## src/rtl/sample_pkg.sv

```systemverilog
// Shared width, word type and signed-overflow helper for the sample adder block.
package sample_pkg;

  localparam int unsigned SAMPLE_WIDTH = 32;

  typedef logic [SAMPLE_WIDTH-1:0] word_t;

  // Two's-complement overflow: like-signed operands giving an opposite-signed result.
  function automatic logic ovf_f(input word_t a, input word_t b, input word_t s);
    return (a[SAMPLE_WIDTH-1] == b[SAMPLE_WIDTH-1]) && (s[SAMPLE_WIDTH-1] != a[SAMPLE_WIDTH-1]);
  endfunction

endpackage

```

## src/rtl/prefix_adder.sv

```systemverilog
// Kogge-Stone parallel-prefix adder, carry-in fixed at zero.
module prefix_adder #(
  parameter int unsigned WIDTH = 32
) (
  input  logic [WIDTH-1:0] a,
  input  logic [WIDTH-1:0] b,
  output logic [WIDTH-1:0] sum,
  output logic             cout
);

  localparam int unsigned LEVELS = $clog2(WIDTH);

  logic [WIDTH-1:0] w_g0;
  logic [WIDTH-1:0] w_p0;
  logic [WIDTH-1:0] w_gf;

  assign w_g0 = a & b;
  assign w_p0 = a ^ b;

  // Each level reads the previous level's group G/P through its generate scope;
  // group P is only built where a later level consumes it.
  for (genvar k = 0; k < LEVELS; k++) begin : g_lvl
    localparam int unsigned DIST = 1 << k;
    logic [WIDTH-1:0] w_gi;
    logic [WIDTH-1:0] w_pi;
    logic [WIDTH-1:0] w_go;

    if (k == 0) begin : g_first
      assign w_gi = w_g0;
      assign w_pi = w_p0;
    end else begin : g_next
      assign w_gi = g_lvl[k-1].w_go;
      assign w_pi = g_lvl[k-1].g_pnext.w_po;
    end

    assign w_go = w_gi | (w_pi & (w_gi << DIST));

    if (k < LEVELS - 1) begin : g_pnext
      localparam logic [WIDTH-1:0] LOWM = ~({WIDTH{1'b1}} << DIST);
      logic [WIDTH-1:0] w_po;
      assign w_po = w_pi & ((w_pi << DIST) | LOWM);
    end
  end

  assign w_gf = g_lvl[LEVELS-1].w_go;
  assign sum  = w_p0 ^ {w_gf[WIDTH-2:0], 1'b0};
  assign cout = w_gf[WIDTH-1];

endmodule

```

## src/rtl/sample.sv

```systemverilog
// Combinational prefix adder with registered sum, carry, overflow and zero flags.
module sample
  import sample_pkg::*;
#(
  parameter int unsigned WIDTH = SAMPLE_WIDTH
) (
  input  logic             clk,
  input  logic             reset,
  input  logic [WIDTH-1:0] a,
  input  logic [WIDTH-1:0] b,
  output logic [WIDTH-1:0] z,
  output logic             cout,
  output logic [WIDTH-1:0] z_q,
  output logic             cout_q,
  output logic             ovf_q,
  output logic             zero_q
);

  logic [WIDTH-1:0] w_sum;
  logic             w_cout;
  logic             w_ovf;
  logic             w_zero;

  logic [WIDTH-1:0] r_z;
  logic             r_cout;
  logic             r_ovf;
  logic             r_zero;

  prefix_adder #(.WIDTH(WIDTH)) u_add (
    .a    (a),
    .b    (b),
    .sum  (w_sum),
    .cout (w_cout)
  );

  assign w_ovf  = ovf_f(a, b, w_sum);
  assign w_zero = (w_sum == '0);

  always_ff @(posedge clk or posedge reset) begin
    if (reset) begin
      r_z    <= '0;
      r_cout <= 1'b0;
      r_ovf  <= 1'b0;
      r_zero <= 1'b1;
    end else begin
      r_z    <= w_sum;
      r_cout <= w_cout;
      r_ovf  <= w_ovf;
      r_zero <= w_zero;
    end
  end

  assign z      = w_sum;
  assign cout   = w_cout;
  assign z_q    = r_z;
  assign cout_q = r_cout;
  assign ovf_q  = r_ovf;
  assign zero_q = r_zero;

endmodule

```

## config.mk

```make
export PLATFORM = sky130hd
export DESIGN_NAME = sample
export DESIGN_NICKNAME = d
export VERILOG_FILES = /design/src/rtl/sample_pkg.sv /design/src/rtl/prefix_adder.sv /design/src/rtl/sample.sv
export SDC_FILE = /design/constraint.sdc
export NUM_CORES = 1
export LEC_CHECK = 0
export ABC_AREA = 1
export BUFFER_PORTS_ARGS = -buffer_cell sky130_fd_sc_hd__buf_2
export CAP_MARGIN = 20
export CORE_AREA = 2 2 118 120
export DETAILED_ROUTE_END_ITERATION = 10
export DIE_AREA = 0 0 120 122
export PLACE_DENSITY = 0.45
export SLEW_MARGIN = 0
export SYNTH_ARGS = -nofsm -noshare
export SYNTH_HDL_FRONTEND = slang
export SYNTH_SLANG_ARGS = --single-unit
```

## constraint.sdc

```tcl
create_clock -name clk -period 2.6 [get_ports clk]
set_input_delay 0.52 -clock clk [delete_from_list [all_inputs] [get_ports clk]]
set_output_delay 0.52 -clock clk [all_outputs]
set_load 0.005 [all_outputs]
```

Word-level counts from Yosys, hierarchy flattened. Cells that the tools add are included.

Equal/unequal tests: 2. Reduce and logical (&&, ||, !) cells: 2. Bitwise operators: 17.

Operators by type and width (number): AND 32 bit (10); OR 32 bit (5); bitwise XOR 32 bit (2); zero test 32 bit (1); == test 1 bit (1); logical AND 1 bit (1); inequality test 1 bit (1).

Input port bits: 66. Register bits after elaboration: 35. Output and inout port bits: 68. Word-level logic and storage cells: 25.

Depth between registers and ports, before layout. Gate-level depths: netlist (run 1).

Word-level depth: 14. Gate-level depth with buffers: 17. Depth with buffers taken out: 17.

By module. A second synthesis (run 1) with hierarchy kept.

Cell total of the unflattened synthesis: 572. Area, all modules: 3435.8 um^2.

Modules (own cells, without submodules): prefix_adder (sequential area each 0.0 um^2, area an instance 2413.6 um^2, cells an instance 500, instances 1); sample (sequential area each 877.1 um^2, area an instance 1022.2 um^2, cells an instance 72, instances 1).

Worst setup path after synthesis (run 1). OpenSTA, ideal clock, no wires.

Kind: in2out. Start point: input a[0]. End point: output cout. Path slack: 174 ps. Arrival: 1906 ps. Required time: 2080 ps. Cell stages on the path: 12. Buffers on the path: 0. Cells stage by stage: ha_1 -> fa_1 -> nand3_1 -> nand2_2 -> nand2_1 -> nand2_1 -> nand2_1 -> nand2_2 -> nand3_1 -> nand2_1 -> nand3_1 -> nand2_1.

Word-level cells in the longest chain between the ends: 11.

RTL lines: from (decl) (line sample.sv:9) `input logic [WIDTH-1:0] a,`; AND 32 bit (line prefix_adder.sv:17) `assign w_g0 = a & b;`; AND 32 bit (line prefix_adder.sv:36) `assign w_go = w_gi | (w_pi & (w_gi << DIST));`; OR 32 bit (line prefix_adder.sv:36); AND 32 bit (line prefix_adder.sv:36); OR 32 bit (line prefix_adder.sv:36); AND 32 bit (line prefix_adder.sv:36); OR 32 bit (line prefix_adder.sv:36); AND 32 bit (line prefix_adder.sv:36); OR 32 bit (line prefix_adder.sv:36); AND 32 bit (line prefix_adder.sv:36); OR 32 bit (line prefix_adder.sv:36); to (decl) (line sample.sv:12) `output logic cout,`.

No other way between the ends.

Worst setup path after layout (run 1).
Start point: input a[17]. End point: output z[28].

Word-level cells in the longest chain between the ends: 10. Elaborated cells on any way between the ends: 17. Classes of those cells: bitwise: 17.

RTL lines: bitwise XOR 32 bit (line prefix_adder.sv:18) `assign w_p0 = a ^ b;`; AND 32 bit (line prefix_adder.sv:36); OR 32 bit (line prefix_adder.sv:36); AND 32 bit (line prefix_adder.sv:36); OR 32 bit (2 in a row) (line prefix_adder.sv:36); AND 32 bit (line prefix_adder.sv:36); OR 32 bit (line prefix_adder.sv:36); OR 32 bit (*) (line prefix_adder.sv:36); bitwise XOR 32 bit (*) (line prefix_adder.sv:46) `assign sum = w_p0 ^ {w_gf[WIDTH-2:0], 1'b0};`; to (decl) (line sample.sv:11) `output logic [WIDTH-1:0] z,`.

Every way passes the cells marked *; elsewhere a longest branch is shown, timed or not.

==> results of run 1 <==
## power groups by stage
| stage | logic, mW | clock network, mW | registers (mW) |
|---|---|---|---|
| 3_3_place_gp | 1.13 | 0 | 0.659 |
| 2_1_floorplan | 0.555 | 0 | 0.678 |
| 4_1_cts | 1.21 | 0.558 | 0.652 |
| 5_1_grt | 1.49 | 0.580 | 0.659 |
| 3_5_place_dp | 1.13 | 0 | 0.661 |
| 6_report | 1.34 | 0.541 | 0.651 |
## sequential cells by signal, indices dropped and copies added (netlist names)
| register | flops |
|---|---|
| zero_q | 1 |
| cout_q | 1 |
| z_q | 32 |
| ovf_q | 1 |
## cell usage in the layout (no fill, tap or decap), types with 2 or more instances in the layout
cell	Yosys	layout
nand2_4	0	14
o21bai_1	3	2
nand2_2	18	50
nor2_1	42	32
buf_2	1	128
inv_2	1	14
clkinv_2	0	3
and3_1	2	2
nor3_1	4	2
buf_6	0	6
xor2_1	2	2
nand4_1	7	7
a21oi_2	5	15
and2_1	2	2
nor2_4	1	6
ha_4	0	26
nand3_1	33	27
nor2_2	7	12
clkbuf_16	0	5
nand3_2	5	11
buf_4	0	73
nand2_1	234	188
a21oi_1	16	6
ha_2	0	3
nand3b_1	11	11
dfrtp_1	34	34
nor3_4	0	2
inv_1	129	116
a21o_1	2	2
nor3_2	4	4
ha_1	32	3
## repair_timing
action / in CTS / in global routing
gates resized for setup: 58 / 107
pin swaps: 12 / 48
buffers inserted: 0 / 9
hold buffers: 0 / 0
endpoints found under the setup margin: 19 / 20
## routing by layer
metal / track usage [%] / vias up / part of all wire [%]
li1: - / 2258 / -
met1: 25.0 / 1885 / 50
met2: 26.7 / 90 / 44
met3: 1.12 / 6 / 4.9
met4: 3.31 / 0 / 0.76
met5: 0 / - / 0
## worst max-delay path, delay by kind of cell
kind                       cells  cell delay (ps)
and+or+nand+nor                8              630
buffers and inverters          6              620
adders and majority gates      1              270
## kinds of logic after synthesis
kind of cell	Yosys count	share of synthesized area, %
compound gates	28	4.74
xor+xnor	3	0.722
fa+ha+maj	33	11.6
buf+inv	131	13.5
flops	35	24.1
simple gates	373	45.3
## cell type report
class,instances,area (um2)
clock buffer,5,125
timing repair buffer,207,1260
clock inverter,3,15.0
fill,1460,7580
multi-input combinational,437,2940
tap,180,225
inverter,130,488
sequential,35,877
## path summary, 6_finish.rpt
path / endpoint / start / cells past startpoint / slack [ps]
setup / recovery: z[28] / a[17] / 15 / 30
hold / removal: z_q[7] / reset / 3 / 330
max in group asynchronous: zero_q / reset / 3 / 1940
min in group clk: z_q[0] / a[0] / 2 / 480
==> flow_summary.yaml, run 1 <==
placement:
  post-dp-hpwl_um: 10700
  place_ws_ps: -186
  portBuffers: 133
  dp.cells: 980
  postPlaceCellArea_mm2: 0.00501
  place_congestion: 0.838
die:
  die-area_mm2: 0.0146
  num_rows: 43
  die_x_um: 120
  start_util_pct: 27.0
  coreArea_mm2: 0.0135
  die_y_um: 122
  num_io_pins: 134
sta:
  whs_ps: 332
  final_hold_viol_count: 0
  worst_slack_ps: 30.7
  max_freq_ghz: 0.389
  setup_viol: 0
  period_needed_ps: 2570
  tns_ps: 0
  tightest_slew_ps: 411
  max_slew_margin_pct: 72.6
  rsz0062_at_grt: "true"
  fin_crit_sh_pct: 98.8
  report.final.slew_viol_count: 0
worst_setup_path:
  worstPathRequired_ps: 2080
  end_kind: "output pin"
  arrival_ps: 2050
  crit_top_cell: "nand2_2"
  cp_slowest_cell: "ha_4"
  crit_chain: "buf_6 > ha_4 > buf_6 > nand2_4 > buf_4 > nor2_4 > buf_4 > nand2_1 > nor2_2 > nand2_4 > nand2_2 > nand2_2 > nand2_2 > inv_2 > buf_2"
  critPathLaunchType: "input pin"
  critPathKind: "input pin to output pin"
  cp_slowest_stage_delay_ps: 270
  crit_fanout: 4
synthesis:
  async_reset_ff_share_pct: 100
  syn-mean-instance-area_um2: 6.04
  synthesis.nets: 702
  synth-edff-count: 0
  synth_top_area_share_pct: 24.1
  yosysMostFrequentCell: "nand2_1"
  ys.flop_type: "dfrtp_1"
  synth.top_cells.by_count: "nand2_1 (234), inv_1 (129), nor2_1 (42)"
  ys_seq_area_share_pct: 24.1
  synth_area_leader_cell: "nand2_1"
  netlist_instances: 603
  synth_area_leaders: "nand2_1 (24%), dfrtp_1 (23%), inv_1 (13%), ha_1 (11%), nand3_1 (4.5%)"
  ys_ff_latch: 35
  ys_types: 31
  synth_warnings: 0
  syn_area_mm2: 0.00364
global_route:
  grt_pass1_vias: 4020
  grt_pass1_wl_um: 19500
  antenna_found_initial: 0
  overflow: 0
  grt_max_degree: 36
  grt_use_total_pct: 16.8
final_layout:
  diodes: 0
  finalNetCount: 915
  drive_above_1_share_pct: 46.1
  finalNonFillerCells: 997
  fin_area_mm2: 0.00593
  area_growth_pct: 62.8
  fin_util_pct: 43.9
power_and_ir_drop:
  powerDensity_mw_per_mm2: 427
  pwr-share-seq_pct: 25.7
  leakagePower_nw: 3.31
  p_sw_share_pct: 37.1
  pwr-share-clk_pct: 21.4
  irDropWorstVdd_mv: 0.279
  p_switching_mw: 0.939
  p_comb_share_pct: 52.9
  intPower_mw: 1.59
  fin_total_pwr_mw: 2.53
clocking:
  clk_pin_slew_ps: 50
  cts_buffers: 5
  cts_tree: "yes"
  cts.sinks: 35
  cts_root_buf: "clkbuf_16"
  cts.htree.levels: 2
  cts_buffer_depth: 2
route:
  wire_per_inst_um: 12.4
  drtIter0Drc: 164
  antenna_left: 0
  drtPass1Iterations: 4
  drc_errors: 0
  vias: 4239
  vias_per_cell: 4.25
  wirelength_um: 12400
flow_run:
  cap_violations: 0
outcome:
  status: "complete, no violations"
worst_hold_path:
  hp-class: "input pin to asynchronous set/reset pin"
No activity file was read; power rests on OpenSTA's default activity.
==> run 2, diff against run 1 <==
Settings changed: CORE_AREA 2 2 118 120 to 2 2 135 104, DIE_AREA 0 0 120 122 to 0 0 137 106, PLACE_DENSITY 0.45 to 0.46.
==> flow_summary.yaml, run 2 (same netlist as run 1, synthesis figures left out) <==
worst_setup_path:
  critPathKind: "input pin to output pin"
  end_kind: "output pin"
  arrival_ps: 2040
  critPathLaunchType: "input pin"
  crit_fanout: 4
  worstPathRequired_ps: 2080
  crit_start: "a[0]"
power_and_ir_drop:
  irDropWorstVdd_mv: 0.333
  leakagePower_nw: 3.28
  fin_total_pwr_mw: 2.62
  powerDensity_mw_per_mm2: 440
sta:
  final_hold_viol_count: 0
  setup_viol: 0
  whs_ps: 327
  tightest_slew_ps: 421
  period_needed_ps: 2560
  fin_crit_sh_pct: 98.3
  rsz0062_at_grt: "true"
  report.final.slew_viol_count: 0
  max_slew_margin_pct: 71.9
  worst_slack_ps: 44.1
  max_freq_ghz: 0.391
clocking:
  cts_buffers: 5
  cts.sinks: 35
  hold_buffers: 0
  clk_pin_slew_ps: 50
  cts_root_buf: "clkbuf_16"
  cts.htree.levels: 2
  cts_buffer_depth: 2
  cts_tree: "yes"
final_layout:
  largest_reg_flops: 32
  area_growth_pct: 63.9
  diodes: 0
  finalNetCount: 912
  fin_area_mm2: 0.00597
  final_common_cell: "nand2_1"
  final_cell_mix: "nand2_1 (183), buf_2 (129), inv_1 (118)"
  drive_above_1_share_pct: 46.8
global_route:
  grt_pass1_wl_um: 20400
  grt_max_degree: 36
  antenna_found_initial: 0
  grt_use_total_pct: 18.0
  overflow: 0
  grt_pass1_vias: 4023
route:
  vias: 4299
  drtIter0Drc: 194
  wl_met2_um: 5310
  drtPass1Iterations: 4
  antenna_left: 0
  wl_met1_um: 6860
  vias_per_cell: 4.35
  route.met3.wl_um: 847
  drc_errors: 0
  wirelength_um: 13200
  top_layer_used: "met4"
  wire_per_inst_um: 13.3
placement:
  place_congestion: 0.952
  portBuffers: 133
  place_ws_ps: -183
  postPlaceCellArea_mm2: 0.00496
  post-dp-hpwl_um: 11000
flow_run:
  cap_violations: 0
die:
  num_rows: 37
  die-area_mm2: 0.0145
  start_util_pct: 27.3
  coreArea_mm2: 0.0133
  num_io_pins: 134
  die_x_um: 137
  die_y_um: 106
worst_hold_path:
  hp-class: "input pin to asynchronous set/reset pin"
outcome:
  status: "complete, no violations"
==> run 2: layout make-up <==
type / instances / area, um2
Fill cell: 1398 / 7370
Sequential cell: 35 / 877
Timing Repair Buffer: 204 / 1230
Tap cell: 175 / 219
Multi-Input combinational cell: 437 / 3000
Inverter: 130 / 488
Clock buffer: 8 / 156
==> run 2: metrics by stage <==
stage,util [%],std cells,setup TNS (ps)
global route,44.8,989,-544
CTS,41.5,982,0
floorplan,-,603,0
detailed placement,37.2,969,-2060
finish,44.8,989,0
global placement,37.2,969,-1610
==> run 2: critical path: stages <==
cell	delay, ps
buf_8	100
ha_4	150
fa_2	370
nand3_2	110
nand2_2	60
nand2_2	80
nand2_2	60
nand2_2	90
nand2_4	80
buf_4	140
nand2_1	60
nand2_2	70
buf_2	130
==> run 2: timing repair <==
action	in CTS	in global routing
pin swaps	15	45
endpoints found under the setup margin	20	19
gates resized for setup	70	99
setup buffers	5	7
==> run 2: worst paths after layout <==
path                       depth (start not counted)  slack (ps)      to
setup / recovery                                  13          40   z[14]
hold / removal                                     3         330  z_q[8]
max in group asynchronous                          3        1940  zero_q
min in group clk                                   2         480  z_q[0]
==> run 2: metal layers <==
layer	up-vias	GRT usage, %
met5	-	0
met4	0	4.71
met3	10	1.76
met2	118	26.0
met1	1919	28.0
li1	2252	-
==> run 2: power breakdown <==
part / internal [mW] / leakage, nW / switching, mW
Clock: 0.406 / 0.0772 / 0.190
Combinational: 0.617 / 2.80 / 0.757
Sequential: 0.633 / 0.405 / 0.0194
Total: 1.66 / 3.28 / 0.967
